**config.mk**
```make
export PLATFORM = sky130hd
export DESIGN_NAME = ros2_buf_arbiter_flat
export DESIGN_NICKNAME = d
export VERILOG_FILES = /design/src/rtl/ros2_buf_arbiter_if.sv /design/src/rtl/ros2_buf_arbiter.sv /design/src/flat_wrapper.sv
export SDC_FILE = /design/constraint.sdc
export NUM_CORES = 1
export LEC_CHECK = 0
export CAP_MARGIN = 20
export CORE_UTILIZATION = 61
export CTS_BUF_LIST = sky130_fd_sc_hd__clkbuf_2
export CTS_CLUSTER_DIAMETER = 60
export DETAILED_ROUTE_END_ITERATION = 10
export PLACE_DENSITY = 0.89
export REMOVE_ABC_BUFFERS = 1
export SETUP_SLACK_MARGIN = 0.5
export SLEW_MARGIN = 0
export SYNTH_ARGS = -nofsm -noshare
export SYNTH_HDL_FRONTEND = slang
export SYNTH_SLANG_ARGS = --single-unit
```
**constraint.sdc**
```tcl
create_clock -name clk -period 7.4 [get_ports clk]
set_input_delay 1.48 -clock clk [delete_from_list [all_inputs] [get_ports clk]]
set_output_delay 1.48 -clock clk [all_outputs]
set_load 0.05 [all_outputs]
```
**src/rtl/ros2_buf_arbiter_if.sv**
```systemverilog
// ros2_buf_arbiter_if: en/req/rel/timeout_cycles in, grant/grant_idx/busy/timeout_pulse/timeout_idx out
interface ros2_buf_arbiter_if #(
  parameter int NUM_REQ = 4,
  parameter int TIMEOUT_WIDTH = 24
);
  localparam int IW = $clog2(NUM_REQ);
  logic en;
  logic [NUM_REQ-1:0] req;
  logic [NUM_REQ-1:0] rel;
  logic [TIMEOUT_WIDTH-1:0] timeout_cycles;
  logic [NUM_REQ-1:0] grant;
  logic [IW-1:0] grant_idx;
  logic busy;
  logic timeout_pulse;
  logic [IW-1:0] timeout_idx;
  modport master (
    output en, req, rel, timeout_cycles,
    input grant, grant_idx, busy, timeout_pulse, timeout_idx
  );
  modport slave (
    input en, req, rel, timeout_cycles,
    output grant, grant_idx, busy, timeout_pulse, timeout_idx
  );
endinterface

```
**src/rtl/ros2_buf_arbiter.sv**
```systemverilog
// ros2_buf_arbiter: round-robin single-buffer ownership arbiter with hold watchdog (clk, rst, bus slave)
module ros2_buf_arbiter #(
  parameter int NUM_REQ = 4,
  parameter int TIMEOUT_WIDTH = 24
) (
  input logic clk,
  input logic rst,
  ros2_buf_arbiter_if.slave bus
);
  localparam int IW = $clog2(NUM_REQ);
  typedef enum logic [1:0] {IDLE, OWNED, GAP} state_t;
  state_t state, state_n;
  logic [NUM_REQ-1:0] grant, grant_n;
  logic [IW-1:0] gidx, gidx_n, last, last_n, tidx, tidx_n, win, j;
  logic [TIMEOUT_WIDTH-1:0] cnt, cnt_n;
  logic tp, tp_n, busy, found, expire;
  always_comb begin
    win = last;
    found = 1'b0;
    j = '0;
    for (int k = 1; k <= NUM_REQ; k++) begin
      j = IW'((int'(last) + k) % NUM_REQ);
      if (!found && bus.req[j]) begin
        found = 1'b1;
        win = j;
      end
    end
  end
  assign expire = (bus.timeout_cycles != '0) && (cnt == bus.timeout_cycles - TIMEOUT_WIDTH'(1));
  always_comb begin
    state_n = state;
    grant_n = grant;
    gidx_n = gidx;
    last_n = last;
    cnt_n = cnt;
    tp_n = 1'b0;
    tidx_n = tidx;
    if (!bus.en) begin
      state_n = IDLE;
      grant_n = '0;
    end else if (state == OWNED) begin
      if (bus.rel[gidx]) begin
        state_n = GAP;
        grant_n = '0;
      end else if (expire) begin
        state_n = GAP;
        grant_n = '0;
        tp_n = 1'b1;
        tidx_n = gidx;
      end else begin
        cnt_n = &cnt ? cnt : cnt + TIMEOUT_WIDTH'(1);
      end
    end else if (found) begin
      state_n = OWNED;
      grant_n = NUM_REQ'(1) << win;
      gidx_n = win;
      last_n = win;
      cnt_n = '0;
    end else begin
      state_n = IDLE;
    end
  end
  always_ff @(posedge clk) begin
    if (rst) begin
      state <= IDLE;
      grant <= '0;
      gidx <= '0;
      last <= IW'(NUM_REQ - 1);
      cnt <= '0;
      tp <= 1'b0;
      tidx <= '0;
      busy <= 1'b0;
    end else begin
      state <= state_n;
      grant <= grant_n;
      gidx <= gidx_n;
      last <= last_n;
      cnt <= cnt_n;
      tp <= tp_n;
      tidx <= tidx_n;
      busy <= |grant_n;
    end
  end
  assign bus.grant = grant;
  assign bus.grant_idx = gidx;
  assign bus.busy = busy;
  assign bus.timeout_pulse = tp;
  assign bus.timeout_idx = tidx;
endmodule

```
**src/flat_wrapper.sv**
```systemverilog
// flat-port wrapper written by rule: the top's interface ports become plain ports
module ros2_buf_arbiter_flat 
#(
  parameter int NUM_REQ = 4,
  parameter int TIMEOUT_WIDTH = 24
)
  (clk, rst, bus_en, bus_req, bus_rel, bus_timeout_cycles, bus_grant, bus_grant_idx, bus_busy, bus_timeout_pulse, bus_timeout_idx);
  ros2_buf_arbiter_if #(.NUM_REQ(NUM_REQ), .TIMEOUT_WIDTH(TIMEOUT_WIDTH)) bus_i ();
  input logic clk;
  input logic rst;
  input wire logic [$bits(bus_i.en)-1:0] bus_en;
  input wire logic [$bits(bus_i.req)-1:0] bus_req;
  input wire logic [$bits(bus_i.rel)-1:0] bus_rel;
  input wire logic [$bits(bus_i.timeout_cycles)-1:0] bus_timeout_cycles;
  output wire logic [$bits(bus_i.grant)-1:0] bus_grant;
  output wire logic [$bits(bus_i.grant_idx)-1:0] bus_grant_idx;
  output wire logic [$bits(bus_i.busy)-1:0] bus_busy;
  output wire logic [$bits(bus_i.timeout_pulse)-1:0] bus_timeout_pulse;
  output wire logic [$bits(bus_i.timeout_idx)-1:0] bus_timeout_idx;
  assign bus_i.en = bus_en;
  assign bus_i.req = bus_req;
  assign bus_i.rel = bus_rel;
  assign bus_i.timeout_cycles = bus_timeout_cycles;
  assign bus_grant = bus_i.grant;
  assign bus_grant_idx = bus_i.grant_idx;
  assign bus_busy = bus_i.busy;
  assign bus_timeout_pulse = bus_i.timeout_pulse;
  assign bus_timeout_idx = bus_i.timeout_idx;
  ros2_buf_arbiter #(.NUM_REQ(NUM_REQ), .TIMEOUT_WIDTH(TIMEOUT_WIDTH)) u_core (.clk(clk), .rst(rst), .bus(bus_i));
endmodule
```
==> results.json <==
{
  "cap_violations": 0,
  "die_area_um2": 5160,
  "synthCells": 386,
  "period_share_pct": 64.2,
  "grt_pass1_vias": 2879,
  "final_net_count": 459,
  "antenna_found_initial": 0,
  "ios": 45,
  "first_pass_iters": 6,
  "grt_setup_unrepaired": "false",
  "ir_drop_mv": 0.0986,
  "ys_top_cells_by_area": "dfxtp_1 26%, a21oi_1 5.1%, xnor2_1 4.7%, nand3_1 3.7%, nor2_1 3.7%",
  "drv_slew": 0,
  "yosys.area.top_type": "dfxtp_1",
  "status": "finished clean",
  "place.gp.congestion": 0.921,
  "synthesis.area_um2": 2970,
  "drt_first_iter_violations": 307,
  "cts_hold_buf": 0,
  "ys_seq_area_share_pct": 25.6,
  "power_leakage_nw": 1.14,
  "cp_max_fo": 18,
  "grt_max_degree": 25,
  "end_kind": "flop",
  "cts-root-buf": "clkbuf_2",
  "die_h_um": 71.8,
  "worstMarginPinSlew_ns": 0.577,
  "avgSynthCellArea_um2": 7.70,
  "grt_overflow_total": 0,
  "pwr-share-seq_pct": 52.1,
  "worstPathArrival_ns": 5.08,
  "yosysTopAreaCellShare_pct": 25.6,
  "max_freq_ghz": 0.211,
  "path_class": "primary input to flop",
  "p_per_area_nw_per_um2": 119,
  "cts_tree": "done",
  "synth_edf_count": 0,
  "setup_violations": 0,
  "p_int_uw": 274,
  "synth-async-reset-ratio_pct": 0,
  "post-route-drc-count": 0,
  "fin_skew_ns": 0.0146,
  "synth.distinct_cells": 68,
  "wl_per_cell_um": 16.7,
  "critical_path.startpoint_type": "primary input",
  "clkLatencyLatePin_ns": 0.42,
  "wirelength_um": 7970,
  "initial_core_util_pct": 63.4,
  "postRouteAntennaNets": 0,
  "fin_ws_ns": 2.65,
  "via_per_inst": 6.70,
  "hold_violations": 0,
  "h-tree-depth": 2,
  "grt_first_pass_wirelength_um": 13100,
  "p_clk_share_pct": 23.5,
  "cts_max_path_buffers": 2,
  "chipWidth_um": 71.8,
  "grtUsageTotal_pct": 32.0,
  "postLayoutCoreUtil_pct": 73.7,
  "drive_above_1_share_pct": 6.38,
  "ys_seq_elements": 38,
  "place_area_um2": 3410,
  "cts_resized": 0,
  "diodes": 0,
  "synthToLayoutAreaGrowth_pct": 16.3,
  "ys_warn_count": 0,
  "design_area_um2": 3460,
  "synth.most_common_cell": "dfxtp_1",
  "slowest_delay_ns": 0.75,
  "crit_slowest_cell": "or4_1",
  "cts.sinks": 38,
  "num_rows": 25,
  "cts_buffers": 5,
  "switchingPower_uw": 137,
  "hp-class": "flop to flop",
  "cts_setup_buffers": 0,
  "swShare_pct": 33.3,
  "place_ws_ns": 2.12,
  "required_ns": 7.74,
  "finalSetupTns_ns": 0,
  "num_vias": 3197,
  "cp_cell_sequence": "clkdlybuf4s50_1, or4_1, nor4_4, mux2_1, a31oi_1, o22a_1, nand4_2, and4_1, o21a_1",
  "path_clk_slew_ns": 0.20,
  "period_minus_slack_ns": 4.75,
  "ys_top_cells_by_count": "38 x dfxtp_1, 30 x a21oi_1, 29 x nor2_1",
  "dp_hpwl_um": 6110,
  "numPortBuffers": 44,
  "maxSlewHeadroom_pct": 61.1,
  "yosys_most_used_dff": "dfxtp_1",
  "combPwrFrac_pct": 24.5,
  "coreArea_um2": 4690
}
[kinds of logic after synthesis]
logic type,count (synthesis),share of synthesized area [%]
simple gates,185,36.5
flops,38,25.6
compound gates,101,22.9
mux,6,2.48
fa+ha+maj,2,0.842
xor+xnor,25,7.37
buf+inv,29,4.29
[layout by cell type (no fill, tap or decap), types with 6 or more instances in the layout]
master           count
a21oi_1             30
a31oi_1              8
and3_1              10
clkdlybuf4s50_1     44
dfxtp_1             38
inv_1               12
nand2_1             27
nand3_1             22
nand3b_1             7
nand4_1              9
nor2_1              29
nor3_1              16
nor4_1               6
o21ai_0             11
o21ai_1              9
or3_1               12
or4_1               12
xnor2_1             16
xor2_1               9
[state kept, by name, indices dropped and copies added (netlist names)]
| signal | count |
|---|---|
| u_core.bus.busy | 1 |
| u_core.bus.grant | 4 |
| u_core.bus.grant_idx | 2 |
| u_core.bus.timeout_idx | 2 |
| u_core.bus.timeout_pulse | 1 |
| u_core.cnt | 24 |
| u_core.last | 2 |
| u_core.state | 2 |
[through the flow]
stage                     std cells  power [mW]  hold WS [ns]
after floorplan                 369       0.272         0.467
after global placement          468       0.315         0.462
after detailed placement        468       0.317         0.468
after CTS                       476       0.410         0.491
after global routing            477       0.431         0.528
final                           477       0.411         0.491
[power by group through the flow]
stage	registers, mW	logic (mW)	clock network (mW)
final	0.214	0.101	0.0964
after global routing	0.215	0.109	0.108
after CTS	0.214	0.0995	0.0970
after detailed placement	0.218	0.0990	0
after global placement	0.218	0.0971	0
after floorplan	0.225	0.0474	0
[per-layer routing]
layer	GRT usage, %	up-vias	part of all wire, %
li1	-	1544	-
met1	41.7	1499	44
met2	53.8	133	48
met3	3.52	21	5.9
met4	13.5	0	2.0
met5	0	-	0
[cell type report]
type	instances	area (um^2)
Fill cell	382	1230
Clock buffer	5	25.0
Sequential cell	38	761
Clock inverter	3	16.3
Multi-Input combinational cell	319	2080
Timing Repair Buffer	46	459
Inverter	12	45.0
Tap cell	54	67.6
[worst paths after layout]
path,end,from,slack [ns],depth (start not counted)
max reg2reg,u_core.cnt[16],u_core.cnt[23],4.18,8
max,u_core.cnt[16],bus_timeout_cycles[2],2.65,9
min reg2reg,u_core.bus.timeout_idx[1],u_core.bus.timeout_idx[1],0.49,2
min,u_core.bus.timeout_idx[1],u_core.bus.timeout_idx[1],0.49,2
[critical path: cells and delay by family]
| family | cells | cell delay (ns) |
|---|---|---|
| AND/OR/NAND/NOR | 4 | 2.07 |
| AO/OA/AOI/OAI | 3 | 0.62 |
| multiplexers | 1 | 0.36 |
| buffers and inverters | 1 | 0.53 |
Note: power is estimated with default switching activity, not from simulation.
